**src/rtl/reg_write_arbiter.sv**
```systemverilog
// ---------------------------------------------------------------------------
// reg_write_arbiter
//
// Shares the single write port (WE, RW, busW) of the 8 x 16-bit register
// file between two independent write requesters, for example ALU writeback
// and memory-load return. Each requester owns a one-entry holding buffer
// filled through a valid/ready handshake. A round-robin arbiter drains the
// buffers into registered write-port outputs, so the register file sees at
// most one clean write per cycle.
//
// Ports:
//   clk, rst                      clock, asynchronous active-high reset
//   req0_valid/addr/data/ready    requester 0 handshake and payload
//   req1_valid/addr/data/ready    requester 1 handshake and payload
//   WE, RW, busW                  registered register-file write port
//   busy                          high while a buffer is full or WE is high
//
// Build option:
//   REG_ARB_FIXED_PRIO_EN  requester 0 always wins a contest and the
//                          round-robin pointer is not built. Undefined
//                          (default) gives round-robin arbitration.
// ---------------------------------------------------------------------------
module reg_write_arbiter #(
  parameter int DW = 16,
  parameter int AW = 3
) (
  input  logic          clk,
  input  logic          rst,
  input  logic          req0_valid,
  input  logic [AW-1:0] req0_addr,
  input  logic [DW-1:0] req0_data,
  output logic          req0_ready,
  input  logic          req1_valid,
  input  logic [AW-1:0] req1_addr,
  input  logic [DW-1:0] req1_data,
  output logic          req1_ready,
  output logic          WE,
  output logic [AW-1:0] RW,
  output logic [DW-1:0] busW,
  output logic          busy
);

  // Holding buffers, one entry per requester
  logic          r_full0;
  logic [AW-1:0] r_addr0;
  logic [DW-1:0] r_data0;
  logic          r_full1;
  logic [AW-1:0] r_addr1;
  logic [DW-1:0] r_data1;

  // Registered write port
  logic          r_we;
  logic [AW-1:0] r_rw;
  logic [DW-1:0] r_busW;

  // Grant and handshake terms
  logic          w_gnt0;
  logic          w_gnt1;
  logic          w_accept0;
  logic          w_accept1;
  logic [AW-1:0] w_selAddr;
  logic [DW-1:0] w_selData;

`ifdef REG_ARB_FIXED_PRIO_EN
  // Fixed priority: requester 1 only drains when requester 0 has nothing
  // waiting, so a continuously busy requester 0 starves requester 1.
  always_comb begin
    w_gnt0 = 1'b0;
    w_gnt1 = 1'b0;
    w_gnt0 = r_full0;
    w_gnt1 = r_full1 & ~r_full0;
  end
`else
  // Index of the requester granted most recently; 1 out of reset so that
  // requester 0 wins the very first contest.
  logic r_lastGnt;

  // Round-robin: a lone candidate always wins; with two candidates the one
  // that was not granted last takes the port.
  always_comb begin
    w_gnt0 = 1'b0;
    w_gnt1 = 1'b0;
    w_gnt0 = r_full0 & (~r_full1 | r_lastGnt);
    w_gnt1 = r_full1 & (~r_full0 | ~r_lastGnt);
  end

  // The pointer only moves when a grant actually issues, so idle cycles
  // keep the fairness history intact.
  always_ff @(posedge clk or posedge rst) begin
    if (rst) begin
      r_lastGnt <= 1'b1;
    end else if (w_gnt0 | w_gnt1) begin
      r_lastGnt <= w_gnt1;
    end
  end
`endif

  // A buffer is ready when it is empty or when it is draining this cycle;
  // the second term lets an uncontested requester stream one write per
  // cycle without a bubble.
  assign req0_ready = ~r_full0 | w_gnt0;
  assign req1_ready = ~r_full1 | w_gnt1;
  assign w_accept0  = req0_valid & req0_ready;
  assign w_accept1  = req1_valid & req1_ready;

  // At most one grant is active, so a simple select picks the winner.
  assign w_selAddr = w_gnt1 ? r_addr1 : r_addr0;
  assign w_selData = w_gnt1 ? r_data1 : r_data0;

  // Requester 0 buffer. A new acceptance takes precedence over the drain,
  // which is how the same-edge refill keeps full0 set.
  always_ff @(posedge clk or posedge rst) begin
    if (rst) begin
      r_full0 <= 1'b0;
      r_addr0 <= '0;
      r_data0 <= '0;
    end else if (w_accept0) begin
      r_full0 <= 1'b1;
      r_addr0 <= req0_addr;
      r_data0 <= req0_data;
    end else if (w_gnt0) begin
      r_full0 <= 1'b0;
    end
  end

  // Requester 1 buffer, same behaviour as requester 0.
  always_ff @(posedge clk or posedge rst) begin
    if (rst) begin
      r_full1 <= 1'b0;
      r_addr1 <= '0;
      r_data1 <= '0;
    end else if (w_accept1) begin
      r_full1 <= 1'b1;
      r_addr1 <= req1_addr;
      r_data1 <= req1_data;
    end else if (w_gnt1) begin
      r_full1 <= 1'b0;
    end
  end

  // Write port register. RW and busW hold their last value when idle so
  // the register-file inputs do not toggle without a write.
  always_ff @(posedge clk or posedge rst) begin
    if (rst) begin
      r_we   <= 1'b0;
      r_rw   <= '0;
      r_busW <= '0;
    end else if (w_gnt0 | w_gnt1) begin
      r_we   <= 1'b1;
      r_rw   <= w_selAddr;
      r_busW <= w_selData;
    end else begin
      r_we   <= 1'b0;
    end
  end

  assign WE   = r_we;
  assign RW   = r_rw;
  assign busW = r_busW;
  assign busy = r_full0 | r_full1 | r_we;

endmodule

```
**config.mk**
```make
export PLATFORM = sky130hd
export DESIGN_NAME = reg_write_arbiter
export DESIGN_NICKNAME = d
export VERILOG_FILES = /design/src/rtl/reg_write_arbiter.sv
export SDC_FILE = /design/constraint.sdc
export NUM_CORES = 1
export LEC_CHECK = 0
export ABC_CLOCK_PERIOD_IN_PS = 5000
export BUFFER_PORTS_ARGS = -buffer_cell sky130_fd_sc_hd__buf_2
export CAP_MARGIN = 20
export CORE_MARGIN = 8
export CORE_UTILIZATION = 45
export DETAILED_ROUTE_END_ITERATION = 10
export PLACE_DENSITY = 0.67
export SLEW_MARGIN = 20
export SYNTH_ARGS = -nofsm -noshare
export SYNTH_HDL_FRONTEND = slang
export SYNTH_SLANG_ARGS = --single-unit
export TNS_END_PERCENT = 100
```
**constraint.sdc**
```tcl
create_clock -name clk -period 5 [get_ports clk]
set_input_delay 0.75 -clock clk [delete_from_list [all_inputs] [get_ports clk]]
set_output_delay 0.75 -clock clk [all_outputs]
set_load 0.02 [all_outputs]
```
Word level (Yosys, flattened, before mapping) --
Cells that the tools add are included.
Storage, ports and cells: flip-flop bits (word level) 61, bits of input ports 42, word-level logic and storage cells 33
Operators by class: mux-type cells 7, bitwise logic cells 14, reductions and logical operators 2
Operators with widths (count):
- two-way mux 16 bit | 1
- bitwise OR 1 bit | 7
- two-way mux 1 bit | 5
- AND 1 bit | 4
- nonzero test 2 bit | 2
- two-way mux 3 bit | 1
- inverter 1 bit | 3

Depth between registers and ports, before layout --
Gate-level depths: netlist of run 1.
depth after elaboration 6, depth in mapped cells 6, depth with buffers taken out 3

Worst setup path before layout of run 1 --
OpenSTA, ideal clock, no wires.
path type reg-to-output, from reg r_full0, to out busy, arrival time 1106 ps, slack 3144 ps, stages on the path, launching flop included 4, path buffers 2, cell sequence dfrtp_1 -> buf_2 -> buf_2 -> or3_1
Between the ends: word-level cells in the longest chain between the ends 2
Ends and longest elaborated chain:
- start: declaration | line 44 | logic r_full0;
- start signal: assignment | line 114 | r_full0 <= 1'b0;
- start signal: assignment | line 118 | r_full0 <= 1'b1;
- start signal: assignment | line 122 | r_full0 <= 1'b0;
- bitwise OR 1 bit (2 in a row) | line 160 | assign busy = r_full0 | r_full1 | r_we;
- end: declaration | line 40 | output logic busy
Every way passes these cells.

Final worst setup path of run 1 --
from reg r_full1, to out req1_ready
Between the ends: word-level cells in the longest chain between the ends 2, elaborated cells between the ends (all ways) 3
Ends and longest elaborated chain:
- start: declaration | line 47 | logic r_full1;
- start signal: assignment | line 129 | r_full1 <= 1'b0;
- start signal: assignment | line 133 | r_full1 <= 1'b1;
- start signal: assignment | line 137 | r_full1 <= 1'b0;
- AND 1 bit / inverter 1 bit (equally long branches) | line 84, 102
- bitwise OR 1 bit (*) | line 102 | assign req1_ready = ~r_full1 | w_gnt1;
- end: declaration | line 36 | output logic req1_ready,
Every way passes the cells marked *; elsewhere a longest branch is shown, timed or not.

==> results of run 1 <==
-- flip-flops by register name, indices dropped and copies added (netlist names) --
signal     count
busW          16
r_data0       16
r_data1       16
RW             3
r_addr0        3
r_addr1        3
WE             1
r_full0        1
r_full1        1
r_lastGnt      1
-- metal layers --
metal / vias to the layer above / routed length [um] / GRT usage [%]
met1: 839 / 2660 / 18.5
li1: 824 / - / -
met3: 8 / 496 / 6.87
met2: 61 / 2640 / 21.6
met4: 0 / 62 / 4.36
met5: - / 0 / 0
-- final cells by class --
| cell class | instances | area share (%) |
|---|---|---|
| sequential | 61 | 46.3 |
| multi-input combinational | 125 | 34.1 |
| timing repair buffer | 65 | 9.92 |
| clock buffer | 12 | 4.70 |
| tap | 75 | 2.84 |
| clock inverter | 4 | 2.12 |
| inverter | 1 | 0.114 |
-- cell families (layout without fill, tap and decap cells) --
family	after synthesis	count (layout)	synth area share [%]
muxes	57	57	25.9
AOI/OAI and AO/OA	21	21	7.27
and+or+nand+nor	47	47	7.91
buffers and inverters	12	82	3.02
DFF	61	61	55.9
-- per-stage QoR --
step / utilization [%] / instances / setup WS [ns] / power, mW
after floorplan: - / 198 / 2.74 / 1.28
final: 56.1 / 343 / 2.37 / 1.94
after CTS: 56.1 / 343 / 2.33 / 1.96
after global placement: 52.3 / 327 / 2.74 / 1.44
after detailed placement: 52.3 / 327 / 2.70 / 1.46
after global routing: 56.1 / 343 / 2.22 / 2.06
-- placed cells by master, fill, tap and decap left out, types with 2 or more instances in the layout --
| cell | count |
|---|---|
| buf_2 | 64 |
| bufinv_16 | 2 |
| clkbuf_8 | 11 |
| clkinv_2 | 2 |
| dfrtp_1 | 60 |
| mux2_1 | 2 |
| mux2_2 | 37 |
| mux2_4 | 18 |
| nand2_4 | 2 |
| nor2_1 | 38 |
| o22ai_1 | 9 |
| o22ai_2 | 10 |
-- final timing paths --
| check | slack [ns] | from | depth (start not counted) | endpoint |
|---|---|---|---|---|
| worst max-delay path | 2.37 | r_full1 | 2 | req1_ready |
| worst min-delay path | 0.50 | r_data1[0] | 1 | r_data1[0] |
| worst max register to register | 2.77 | r_full0 | 3 | busW[12] |
| worst min register to register | 0.50 | r_data1[0] | 1 | r_data1[0] |
| max in group asynchronous | 3.89 | rst | 3 | r_data0[1] |
| min in group asynchronous | 0.62 | rst | 3 | busW[9] |
-- power by group through the flow --
stage | combinational (mW) | clock (mW) | sequential [mW]
4_1_cts | 0.654 | 0.507 | 0.803
2_1_floorplan | 0.422 | 0 | 0.856
6_report | 0.640 | 0.494 | 0.802
5_1_grt | 0.704 | 0.531 | 0.825
3_5_place_dp | 0.651 | 0 | 0.810
3_3_place_gp | 0.633 | 0 | 0.810
-- critical path, stage by stage, from the launching register on --
cell	delay, ns
dfrtp_1	1.06
nand3_2	0.23
buf_2	0.25
==> flow_summary_export.csv, run 1 <==
group,metric,value,unit
finish,drive_gt1_share,56.7,%
cts,clk_pin_slew_worst_paths,0.07,ns
drt,wl_per_cell,17.1,um
global_route,grt_pass1_wl,9.90,mm
synth,synth.top_cells.by_area,"dfrtp_1, mux2_2, mux2_4, nor2_1, o22ai_2",
finish,postLayoutCellArea,3300,sq um
cts,cts_tree,"yes",
cts,holdBufCountCts,0,
finish,regArea,1530,sq um
synth,yosysTopAreaCell,"dfrtp_1",
finish,fillers,511,
cts,cts_setup_buffers,0,
power_and_ir_drop,p_switching,0.650,mW
sta,drv_slew,0,
sta,relSlewSlack,27.7,%
drt,drc,0,
die,die_area,8830,sq um
critical_path,critPathMaxFanout,25,
global_route,grtUsageTotal,14.6,%
sta,rsz0062_at_grt,"false",
critical_path,crit_type,"reg2out",
global_route,grt_max_degree,62,
finish,antenna_cells,0,
outcome,status,"completed",
cts,cts_resized,0,
sta,hold_violations,0,
synth,synth-edff-count,0,
sta,holdWs,0.501,ns
critical_path,cp-end-kind,"output port",
drt,dr.pass1.iters,4,
placed_design,routabilityCongestion,0.726,
power_and_ir_drop,p_seq_share,41.4,%
cts,cts.sinks,61,
placed_design,dpl_cell_area,3080,sq um
global_route,grt-ovfl-total,0,
global_route,antenna_found_initial,0,
flow_run,drv_cap,0,
cts,cts_max_path_buffers,2,
power_and_ir_drop,swShare,33.6,%
cts,htree_levels,3,
finish,area_delta_synth_final,20.8,%
synth,yosysSeqAreaShare,55.9,%
die,start_util,46.5,%
die,io_pins,65,
synth,synth_area,2740,sq um
cts,numCtsBuffers,9,
sta,fmax,381,MHz
synth,netlist_instances,198,
power_and_ir_drop,power.internal,1.28,mW
power_and_ir_drop,clkPwrFrac,25.5,%
power_and_ir_drop,p_comb_share,33.1,%
drt,drt_wl_total,5.85,mm
power_and_ir_drop,vdd_ir_drop_max,0.000313,V
die,fp.dieW,94.0,um
synth,syn_nets,240,
placed_design,port_buffers,64,
drt,final_antenna_net_count,0,
power_and_ir_drop,leakagePower,1.55,nW
sta,fin_crit_sh,52.5,%
drt,via_per_inst,5.05,
drt,vias,1732,
sta,setup_viol,0,
critical_path,cp-start-kind,"flop",
die,rows,28,
critical_path,cp_data_required_time,4.25,ns
die,die_y,94.0,um
synth,yosys_warnings,0,
synth,synthDominantCellAreaShare,54.9,%
critical_path,cp_data_arrival_time,1.88,ns
cts,cts-root-buf,"clkbuf_8",
synth,yosysUniqueCellTypes,23,
synth,yosys-top-cells-count,"dfrtp_1, nor2_1, mux2_2, mux2_4, o22ai_2",
power_and_ir_drop,powerDensity,586,nW/um^2
synth,async_flop_share,100,%
synth,synth_ff_type,"dfrtp_1",
drt,drt_iter0_drc,38,
sta,fin_skew,0.00597,ns
synth,ys_seq_elements,61,
synth,synth_area_per_cell,13.8,sq um
placed_design,dp_hpwl,3.79,mm
synth,yosysMostFrequentCell,"dfrtp_1",
worst_hold_path,hold_class,"reg2reg",
sta,period_needed,2.63,ns
global_route,grt_pass1_vias,1902,
die,core,5890,sq um
cts,clk_latency,0.34,ns
finish,multi_input_comb_area,1120,sq um
sta,worst_pin_slew,1.09,ns
sta,setup_tns,0,ns
finish,layout.nets,305,
No activity file was read; power rests on OpenSTA's default activity.
==> run 2, diff against run 1 <==
- ABC_AREA: not set -> 1
- ABC_CLOCK_PERIOD_IN_PS: 5000 -> 2500
- clock period: 5 -> 2.5 ns (I/O delays scaled with it)
==> run 2 against run 1 <==
Against the previous run: final cell count up 41%; clock skew increased by 0.0020 ns; sequential share of layout area grew 0.66 points; power increased by 92%; register-to-register slack got worse by 2.2 ns; worst setup slack got worse by 1.9 ns; critical path type unchanged.
==> flow_summary_export.csv, run 2 <==
group,metric,value,unit
die,core,5890,sq um
cts,htree_levels,3,
synth,synth.top_cells.by_area,"dfrtp_1, nand2_1, nand3_1, inv_1, buf_2",
global_route,grtUsageTotal,16.1,%
power_and_ir_drop,vdd_ir_drop_max,0.000583,V
critical_path,worst_path_largest_cell_delay,0.55,ns
cts,cts_max_path_buffers,2,
outcome,status,"completed",
synth,ys_seq_elements,61,
synth,synth_area,2740,sq um
worst_hold_path,hold_class,"in2async",
critical_path,crit_chain,"nand3_1, buf_2",
finish,layout_common_cells,"nand2_1, nand3_1, buf_2, dfrtp_1, inv_1",
critical_path,cp_data_required_time,2.12,ns
sta,worst_pin_slew,0.685,ns
sta,setup_viol,0,
critical_path,cp_data_arrival_time,1.63,ns
global_route,grt-ovfl-total,0,
finish,antenna_cells,0,
placed_design,port_buffers,64,
critical_path,cp-start-kind,"flop",
synth,synth_area_per_cell,7.95,sq um
critical_path,critical_path.startpoint,"r_full1",
sta,fmax,500,MHz
die,fp.dieW,94.0,um
sta,fin_skew,0.00793,ns
power_and_ir_drop,p_switching,1.51,mW
placed_design,routabilityCongestion,0.790,
synth,yosysSeqAreaShare,55.8,%
critical_path,r2r-end,"busW[13]",
critical_path,endpoint,"req1_ready",
synth,synthAdderAreaFrac,0,%
synth,yosys_warnings,0,
drt,highest_layer,"met4",
critical_path,reg2reg_from,"r_lastGnt",
synth,synth_compound_area_share,0.183,%
sta,relSlewSlack,54.2,%
power_and_ir_drop,swShare,40.6,%
flow_run,drv_cap,0,
synth,yosysUniqueCellTypes,12,
drt,final_antenna_net_count,0,
finish,area_delta_synth_final,19.0,%
drt,wl_per_cell,13.3,um
global_route,grt_pass1_wl,11.0,mm
sta,rsz0062_at_grt,"false",
drt,via_per_inst,4.79,
synth,muxShareOfSynthArea,0,%
sta,drv_slew,0,
cts,cts-root-buf,"clkbuf_8",
die,io_pins,65,
synth,netlist_instances,344,
global_route,grt_pass1_vias,2424,
synth,yosysMostFrequentCell,"nand2_1",
critical_path,critPathMaxFanout,12,
power_and_ir_drop,power.internal,2.21,mW
power_and_ir_drop,clkPwrFrac,21.1,%
sta,period_needed,2.00,ns
drt,drc,0,
synth,synth_top_family_by_area,"simple AND/OR/NAND/NOR gates",
sta,fin_crit_sh,80.0,%
sta,setup_tns,0,ns
drt,wl_met3,462,um
drt,wl_met2,2.95,mm
placed_design,dp_hpwl,4.63,mm
global_route,antenna_found_initial,0,
synth,yosys-top-cells-count,"nand2_1, nand3_1, dfrtp_1, inv_1, buf_2",
cts,cts.sinks,61,
power_and_ir_drop,powerDensity,1140,nW/um^2
die,rows,28,
placed_design,dp.cells,467,
critical_path,rr_worst_depth,5,
drt,dr.pass1.iters,4,
drt,drt_iter0_drc,108,
die,die_y,94.0,um
finish,drive_gt1_share,21.8,%
critical_path,crit_type,"reg2out",
drt,wl_met1,2.90,mm
critical_path,ff2ff_setup_slack,0.56,ns
drt,drt_wl_total,6.42,mm
cts,clk_pin_slew_worst_paths,0.07,ns
synth,synth_simple_gate_area_share,33.7,%
power_and_ir_drop,p_comb_share,37.3,%
cts,holdBufCountCts,0,
synth,async_flop_share,100,%
critical_path,cpMaxStageDelayCell,"dfrtp_1",
cts,numCtsBuffers,9,
power_and_ir_drop,leakagePower,1.89,nW
power_and_ir_drop,p_seq_share,41.7,%
cts,clk_latency,0.34,ns
cts,cts_setup_buffers,0,
synth,synth-edff-count,0,
synth,synth_xor_area_share,0,%
sta,holdWs,0.108,ns
die,start_util,46.5,%
die,die_area,8830,sq um
finish,fin_cells,483,
sta,hold_violations,0,
synth,synth_ff_type,"dfrtp_1",
synth,syn_nets,386,
drt,vias,2314,
synth,synthDominantCellAreaShare,54.9,%
synth,yosysTopAreaCell,"dfrtp_1",
cts,cts_resized,0,
critical_path,cp-end-kind,"output port",
global_route,grt_max_degree,34,
cts,cts_tree,"yes",
finish,final_common_cell,"nand2_1",
finish,layout.nets,445,
## run 2: cell types whose count changed after synthesis, sizes merged, moves of 19 or more
cell,delta
inv,+40
o22ai,-19
nor2,-37
mux2,-57
nand3,+77
nand2,+136
## run 2: layout make-up
type | count | area, sq um
timing repair buffer | 70 | 378
multi-input combinational | 220 | 927
fill | 616 | 2630
inverter | 41 | 154
clock buffer | 11 | 151
clock inverter | 5 | 25.0
tap | 75 | 93.8
sequential | 61 | 1530
## run 2: worst min path at each step
stage | from | to | slack, ns | cells after the start
after floorplan | r_addr0[0] | r_addr0[0] | 0.44 | 2
after global placement | r_data0[3] | r_data0[3] | 0.45 | 2
after detailed placement | r_data0[3] | r_data0[3] | 0.46 | 2
after CTS | rst | r_data0[15] | 0.12 | 2
after global routing | rst | r_addr0[2] | 0.16 | 2
final | rst | r_data0[15] | 0.11 | 2
## run 2: layer usage
layer	global-route usage, %	vias to the layer above
met3	6.63	10
met5	0	-
met1	19.8	1067
met2	24.6	59
li1	-	1178
met4	6.08	0
## run 2: critical path: cells and delay by family (launching register included)
kind / cells / cell delay [ns]
buffers and inverters: 1 / 0.31
DFF: 1 / 0.55
and+or+nand+nor: 1 / 0.43
## run 2: cells by family (layout without fill, tap and decap cells)
family                 after synthesis  after routing
flip-flops                          61             61
AND/OR/NAND/NOR                    219            219
buffers and inverters               63            127
AO/OA/AOI/OAI                        1              1
## run 2: power by group through the flow
stage	sequential (mW)	clock, mW	combinational (mW)
finish	1.55	0.783	1.39
global route	1.60	0.851	1.60
CTS	1.55	0.802	1.42
detailed placement	1.56	0	1.42
global placement	1.56	0	1.38
floorplan	1.72	0	0.840
## run 2: stage by stage
| stage | utilization (%) | power, mW | setup slack (ns) | instance area, sq um |
|---|---|---|---|---|
| finish | 55.3 | 3.72 | 0.499 | 3260 |
| global placement | 52.3 | 2.94 | 0.677 | 3080 |
| global route | 55.3 | 4.05 | 0.326 | 3260 |
| CTS | 55.3 | 3.77 | 0.469 | 3260 |
| detailed placement | 52.3 | 2.98 | 0.559 | 3080 |
| floorplan | - | 2.56 | 0.614 | 2740 |
